$ cat config.mk
export PLATFORM = sky130hd
export DESIGN_NAME = reg_pair_incdec
export DESIGN_NICKNAME = d
export VERILOG_FILES = /design/src/rtl/reg_pair_incdec.sv
export SDC_FILE = /design/constraint.sdc
export NUM_CORES = 1
export LEC_CHECK = 0
export ABC_AREA = 0
export BUFFER_PORTS_ARGS = -buffer_cell sky130_fd_sc_hd__buf_4
export CAP_MARGIN = 40
export CELL_PAD_IN_SITES_DETAIL_PLACEMENT = 0
export CELL_PAD_IN_SITES_GLOBAL_PLACEMENT = 1
export CORE_MARGIN = 3
export CORE_UTILIZATION = 41
export DETAILED_ROUTE_END_ITERATION = 8
export GPL_TIMING_DRIVEN = 0
export HOLD_SLACK_MARGIN = 0.08
export PLACE_DENSITY_LB_ADDON = 0.1
export SYNTH_ARGS = -nofsm -noshare
export SYNTH_HDL_FRONTEND = slang
export SYNTH_SLANG_ARGS = --single-unit
$ cat constraint.sdc
create_clock -name clock -period 2.5 [get_ports clock]
set_input_delay 0.5 -clock clock [delete_from_list [all_inputs] [get_ports clock]]
set_output_delay 0.5 -clock clock [all_outputs]
set_load 0.01 [all_outputs]
$ cat src/rtl/reg_pair_incdec.sv
// reg_pair_incdec: INC/DEC rr read-modify-write sequencer feeding the 8-register file.
// Optional wrap flag port is enabled by defining REG_PAIR_WRAP_FLAG_EN.
module reg_pair_incdec (
  input  logic        clock,
  input  logic        reset,
  input  logic        req_valid,
  output logic        req_ready,
  input  logic [1:0]  req_pair,
  input  logic        req_dec,
  output logic [2:0]  out1_sel,
  output logic [2:0]  out2_sel,
  input  logic [7:0]  out1,
  input  logic [7:0]  out2,
  output logic [2:0]  data_in_sel,
  output logic [7:0]  data_in,
  output logic        write_reg,
  output logic        done,
  output logic [15:0] result
`ifdef REG_PAIR_WRAP_FLAG_EN
  ,
  output logic        wrap
`endif
);
  typedef enum logic [2:0] {IDLE, READ, WR_LO, WR_HI, DONE} state_t;
  state_t state, state_n;
  logic [1:0]  pair_q;
  logic        dec_q;
  logic [15:0] sum;
  logic [15:0] rd;
  logic [2:0]  hi_sel, lo_sel;
  logic        accept;
  assign rd     = {out1, out2};
  assign accept = req_valid && req_ready;
  // pair 3 maps both halves onto the null register, so writes are dropped by the file
  assign hi_sel = (pair_q == 2'd3) ? 3'd6 : {pair_q, 1'b0};
  assign lo_sel = (pair_q == 2'd3) ? 3'd6 : {pair_q, 1'b1};
  always_ff @(posedge clock or posedge reset) begin
    if (reset) state <= IDLE;
    else       state <= state_n;
  end
  always_comb begin
    state_n = (state == IDLE)  ? (accept ? READ : IDLE) :
              (state == READ)  ? WR_LO :
              (state == WR_LO) ? WR_HI :
              (state == WR_HI) ? DONE  : IDLE;
  end
  always_comb begin
    req_ready   = (state == IDLE) && !reset;
    out1_sel    = (state == READ) ? hi_sel : 3'd6;
    out2_sel    = (state == READ) ? lo_sel : 3'd6;
    write_reg   = (state == WR_LO) || (state == WR_HI);
    data_in_sel = (state == WR_LO) ? lo_sel : (state == WR_HI) ? hi_sel : 3'd6;
    data_in     = (state == WR_LO) ? sum[7:0] : (state == WR_HI) ? sum[15:8] : 8'h00;
    done        = (state == DONE);
  end
`ifdef REG_PAIR_WRAP_FLAG_EN
  logic wrap_s;
  always_ff @(posedge clock or posedge reset) begin
    if (reset) begin
      wrap_s <= 1'b0;
      wrap   <= 1'b0;
    end else begin
      if (state == READ) wrap_s <= dec_q ? (rd == 16'h0000) : (rd == 16'hFFFF);
      if (state == WR_HI) wrap <= wrap_s;
    end
  end
`endif
  always_ff @(posedge clock or posedge reset) begin
    if (reset) begin
      pair_q <= 2'd3;
      dec_q  <= 1'b0;
      sum    <= 16'h0000;
      result <= 16'h0000;
    end else begin
      if (accept) begin
        pair_q <= req_pair;
        dec_q  <= req_dec;
      end
      if (state == READ) sum <= rd + (dec_q ? 16'hFFFF : 16'h0001);
      if (state == WR_HI) result <= sum;
    end
  end
endmodule

# Yosys cells after proc, flatten, opt, wreduce, memory -nomap -nowiden

Index checks and enable logic that the tools add are counted.

Logic and storage cells: 30
Flip-flop bits (word level): 38
Input port bits: 22
Output and inout port bits: 36

Add/subtract/negate cells: 1
Equal/unequal tests: 5
Muxes and demuxes: 14
Reductions and logical operators: 5

Operators by type and width:

| cell                                                                  | count |
|---|---|
| 3-bit two-way mux                                                     | 10 |
| 16-bit adder                                                          | 1 |
| 16-bit two-way mux                                                    | 1 |
| 8-bit two-way mux                                                     | 2 |
| 3-bit by 2-bit equality test with 1-bit output, second input constant | 2 |
| 3-bit by 1-bit equality test with 1-bit output, second input constant | 1 |
| 3-bit equality test, second input constant                            | 1 |
| 3-bit logical NOT                                                     | 1 |
| 2-bit equality test, second input constant                            | 1 |
| 1-bit logical AND                                                     | 2 |
| 1-bit logical NOT                                                     | 1 |
| 1-bit logical OR                                                      | 1 |
| 1-bit two-way mux                                                     | 1 |

# Logic depth before layout (Yosys ltp)

Depth after elaboration: 5
Gate-level depth with buffers: 7
Depth with buffers taken out: 6

# Least setup slack after synthesis

No wires, ideal clock.

Path type: reg-to-reg
Start point: register dec_q
End point: register sum[12]
Clock period less this slack: 2.286 ns
Setup slack: 0.214 ns
Data required time: 2.374 ns
Data arrival time: 2.160 ns
Library setup time: 0.126 ns
Path buffers: 0
Cell stages (with the launch flop): 7
Cell sequence: dfrtp_1 -> fa_1 -> a21o_1 -> a221oi_2 -> nor3_1 -> a211o_1 -> a221o_1

Word-level cells in the longest chain between the ends: 2

Ends and longest elaborated chain:

| what                     | line | source |
|---|---|---|
| start: declaration       | 27   | `logic dec_q;` |
| start signal: assignment | 77   | `dec_q <= req_dec;` |
| 16-bit two-way mux       | 79   | `if (state == READ) sum <= rd + (dec_q ? 16'hFFFF : 16'h0001);` |
| 16-bit adder             | 79   |  |
| end signal: assignment   | 79   |  |
| end: declaration         | 28   | `logic [15:0] sum;` |

No other way between the ends.
A chain may end at the register's enable or synchronous reset.

# Worst setup path in the final report

Ends and elaborated chain as after synthesis.

==> impl_table.tex <==
\begin{tabular}{lr}
\hline
Metric & Value \\
\hline
\multicolumn{2}{l}{\textbf{Synthesis}} \\
Largest cells by area after synthesis & sky130\_fd\_sc\_hd\_\_dfrtp\_1 38\%, sky130\_fd\_sc\_hd\_\_mux2\_2 9.0\%, sky130\_fd\_sc\_hd\_\_ha\_1 7.3\% \\
Number of standard cells after synthesis & 242 \\
Predominant post-synthesis flop cell & sky130\_fd\_sc\_hd\_\_dfrtp\_1 \\
Number of unique standard cell types used by synthesis & 46 \\
Async SR Flop Fraction & between 90\% and 100\% \\
List of most frequent post-synthesis cells & 36 x sky130\_fd\_sc\_hd\_\_dfrtp\_1, 28 x sky130\_fd\_sc\_hd\_\_nand2\_1, 19 x sky130\_fd\_sc\_hd\_\_mux2\_2 \\
Most repeated cell in the gate-level netlist after synthesis & sky130\_fd\_sc\_hd\_\_dfrtp\_1 \\
Mapped cell area & 2390 sq um \\
Number of synthesized flops with an enable pin & 0 \\
Synthesized Nets & 279 \\
Warnings from Yosys & 0 \\
Mean cell area of the mapped netlist & around 9.9 sq um \\
Cell accounting for the most synthesized area & sky130\_fd\_sc\_hd\_\_dfrtp\_1 \\
Synthesis-stage register bit count & 38 \\
Post-synth top area share & 37.7\% \\
Sequential cell area fraction in the yosys report & 39.9\% \\
\multicolumn{2}{l}{\textbf{Global routing}} \\
Overall track demand over capacity in global routing & approximately 19\% \\
Number of antenna violations at the first check in global routing & 0 \\
First-pass GRT wire length & 9560 microns \\
Total overflow reported by the global router & 0 \\
Largest net degree at the start of global routing & 39 \\
Number of global-route vias before repair & 1,938 \\
\multicolumn{2}{l}{\textbf{Timing}} \\
Number of endpoints failing setup at the final stage & 0 \\
Number of endpoints with negative hold slack in the final report & 0 \\
Share of the clock period used by the worst path & 96.3\% \\
Final worst clock skew & 3.38 ps \\
Max Clk Rate & $\sim$420 MHz \\
Unrepaired setup endpoints after global routing & yes \\
Minimum setup slack in the final design & between 90 and 100 ps \\
Number of slew-limit violations in the final report & 0 \\
Time the worst path needs with I/O delays and setup & between 2000 and 2500 ps \\
Tightest Pin Transition & 778 ps \\
Max transition margin & 48.1\% \\
\multicolumn{2}{l}{\textbf{Critical path}} \\
Data required time of the critical path & 2670 ps \\
Endpoint kind of the worst setup timing path & register \\
Worst r2r src & dec\_q \\
Crit Reg-Reg Endpoint & sum[12] \\
Worst path slowest cell & sky130\_fd\_sc\_hd\_\_dfrtp\_4 \\
Buf/Inv on CP & 1 \\
Worst reg-to-reg path cell count & 7 \\
Critical Path Fanout Max & 6 \\
Cell depth of the worst setup path & 7 \\
Slack of the worst reg-to-reg path & 90 ps \\
Gate family responsible for the most delay along the worst path & compound AO/OA/AOI/OAI gates \\
Classification of the worst setup path & reg2reg \\
Critical path launch point type & register \\
Critical Path AT & between 2000 and 3000 ps \\
Cells along the critical path & buf\_12 -> ha\_1 -> and3\_1 -> a221oi\_4 -> nor3\_1 -> a211o\_1 -> a221o\_1 \\
Largest stage delay on the critical path & 530 ps \\
\multicolumn{2}{l}{\textbf{Floorplanning}} \\
Die Footprint & around 6800 sq um \\
Rows & 27 \\
Standard cell core area & roughly 5600 sq um \\
I/O pin count & 58 \\
Vertical die dimension & 82.3 microns \\
Die width & 82.3 microns \\
Starting utilization of the core area & 42.9\% \\
\multicolumn{2}{l}{\textbf{CTS}} \\
TritonCTS sink count & 38 \\
Clk Tree Root Cell & sky130\_fd\_sc\_hd\_\_clkbuf\_8 \\
Number of H-tree branching levels & 2 \\
Clock buffers created by TritonCTS & 5 \\
Worst skew pair latency & 280 ps \\
Buffers from clock root to sink, at most & 2 \\
TritonCTS clock tree & done \\
Hold-fix buffer count after cts & 0 \\
Clock transition at path regs & 70 ps \\
\multicolumn{2}{l}{\textbf{Place}} \\
Gpl congestion & 0.812 \\
Buffers added on ports & 56 \\
Post-Place Worst Slack & -76.8 ps \\
Final HPWL from detailed placement & roughly 4500 microns \\
\multicolumn{2}{l}{\textbf{Detailed routing}} \\
WL per Instance & approximately 15 microns \\
Post-detailed-routing wire length & roughly 5800 microns \\
Via-per-instance ratio & 5.29 \\
First-pass DRT Iterations & 4 \\
Violation count after the first detailed-route iteration & 94 \\
Post-DRT Antenna Nets & 0 \\
Post-detailed-route DRC marker count & 0 \\
Via count & 2,010 \\
\multicolumn{2}{l}{\textbf{Cells and area}} \\
Number of nets in the layout & roughly 340 \\
Area added between synthesis and finish & 27.9\% \\
Fraction of final layout cells with drive strength greater than 1 & approximately 34\% \\
Antenna diodes & 0 \\
Utilization of the core after routing & 54.8\% \\
\multicolumn{2}{l}{\textbf{Pwr}} \\
Leak pwr & 0.00146 uW \\
Worst-case vdd ir drop & roughly 0.76 mV \\
Power density relative to cell area & 1400 nW/um\^{}2 \\
\multicolumn{2}{l}{\textbf{Job}} \\
Count of max-cap constraint violations & 0 \\
\multicolumn{2}{l}{\textbf{Min path}} \\
Type of the most critical hold path & in2async \\
\multicolumn{2}{l}{\textbf{Run status}} \\
Result of the run & completed \\
\hline
\end{tabular}
==> metal layers <==
| metal | track usage (%) | wire [microns] | vias up |
|---|---|---|---|
| met5 | 0 | 0 | - |
| met4 | 6.15 | 81 | 0 |
| met3 | 2.82 | 303 | 7 |
| met2 | 30.0 | 2720 | 45 |
| met1 | 25.2 | 2700 | 950 |
| li1 | - | - | 1008 |
==> cell usage in the layout, fill, tap and decap left out, types with 2 or more instances in the layout <==
master                      synthesis  final
sky130_fd_sc_hd__a21o_1             5      5
sky130_fd_sc_hd__nand2b_1           5      5
sky130_fd_sc_hd__a211oi_1           6      6
sky130_fd_sc_hd__a211o_1            4      4
sky130_fd_sc_hd__o21a_1             3      3
sky130_fd_sc_hd__buf_4              3     60
sky130_fd_sc_hd__ha_1              14     14
sky130_fd_sc_hd__and3_1             3      3
sky130_fd_sc_hd__xor2_1             5      5
sky130_fd_sc_hd__buf_2              6      7
sky130_fd_sc_hd__nand4_1            6      6
sky130_fd_sc_hd__nand2_1           28     28
sky130_fd_sc_hd__nor3_1             2      2
sky130_fd_sc_hd__nand3_1            2      2
sky130_fd_sc_hd__o21ai_1            2      2
sky130_fd_sc_hd__mux2i_1           10     10
sky130_fd_sc_hd__dfstp_2            2      2
sky130_fd_sc_hd__clkbuf_2           0      2
sky130_fd_sc_hd__a2111oi_0          3      2
sky130_fd_sc_hd__nor2_1            17     17
sky130_fd_sc_hd__a21oi_1           13     13
sky130_fd_sc_hd__clkbuf_1           7      4
sky130_fd_sc_hd__o21ai_0           10     10
sky130_fd_sc_hd__clkbuf_8           0      6
sky130_fd_sc_hd__mux2_2            19     19
sky130_fd_sc_hd__dfrtp_1           36     35
sky130_fd_sc_hd__nor4_1             2      2
sky130_fd_sc_hd__inv_1              5      4
sky130_fd_sc_hd__xnor2_1            5      5
==> how the worst max path moves through the flow <==
stage,start,to,slack [ps]
floorplan,dec_q,sum[12],210
global placement,dec_q,sum[12],-80
detailed placement,dec_q,sum[12],-80
CTS,state[0],out2_sel[1],30
global route,dec_q,sum[15],-10
finish,dec_q,sum[12],90
==> flip-flops by register name (all words and copies together), names as in the netlist <==
signal,cells
result,16
sum,16
state,3
pair_q,2
dec_q,1
==> power by group <==
group          total [uW]  switching [uW]  leakage (uW)  internal (uW)
clock                 422             200     0.0000482            222
combinational        2640            1370      0.000953           1260
sequential           1210             260      0.000454            949
==> metrics by stage <==
| step | total power (uW) | TNS (ps) | instance area, sq um | hold WS (ps) | std cells |
|---|---|---|---|---|---|
| after floorplan | 2840 | 0 | 2390 | 463 | 242 |
| after global placement | 3700 | -80.4 | 2900 | 489 | 370 |
| after detailed placement | 3740 | -76.8 | 2900 | 495 | 370 |
| after CTS | 4180 | 0 | 2990 | 386 | 378 |
| after global routing | 4680 | -22.1 | 3050 | 430 | 380 |
| final | 4270 | 0 | 3050 | 371 | 380 |
==> cell type report <==
class,count,area [sq um]
multi-input combinational,183,1360
fill,566,2520
timing repair buffer,59,455
tap,72,90.1
clock buffer,7,86.3
sequential,38,957
buffer,15,78.8
inverter,5,18.8
clock inverter,1,5.00
==> worst register-to-register path: cells and delay by family (launching register included) <==
family          cells  cell delay, ps
compound gates      3             880
flops               1             530
buf+inv             1             150
fa+ha+maj           1             370
simple gates        2             370
==> kinds of logic (layout without fill, tap and decap cells) <==
kind of cell	Yosys count	in the layout	synth area share [%]
XOR/XNOR	10	10	3.67
AND/OR/NAND/NOR	69	69	13.6
adder cells (fa/ha/maj)	15	15	8.17
multiplexers	29	29	13.1
AO/OA/AOI/OAI	59	59	17.2
flip-flops	38	38	39.9
buffers and inverters	21	87	4.09
other	1	1	0.157
==> timing repair <==
action	in CTS	in global routing
gates resized for setup	3	8
gates cloned	0	0
buffers inserted	0	3
endpoints found under the setup margin	8	7
pin swaps	0	1
Note: power is estimated with default switching activity, not from simulation.
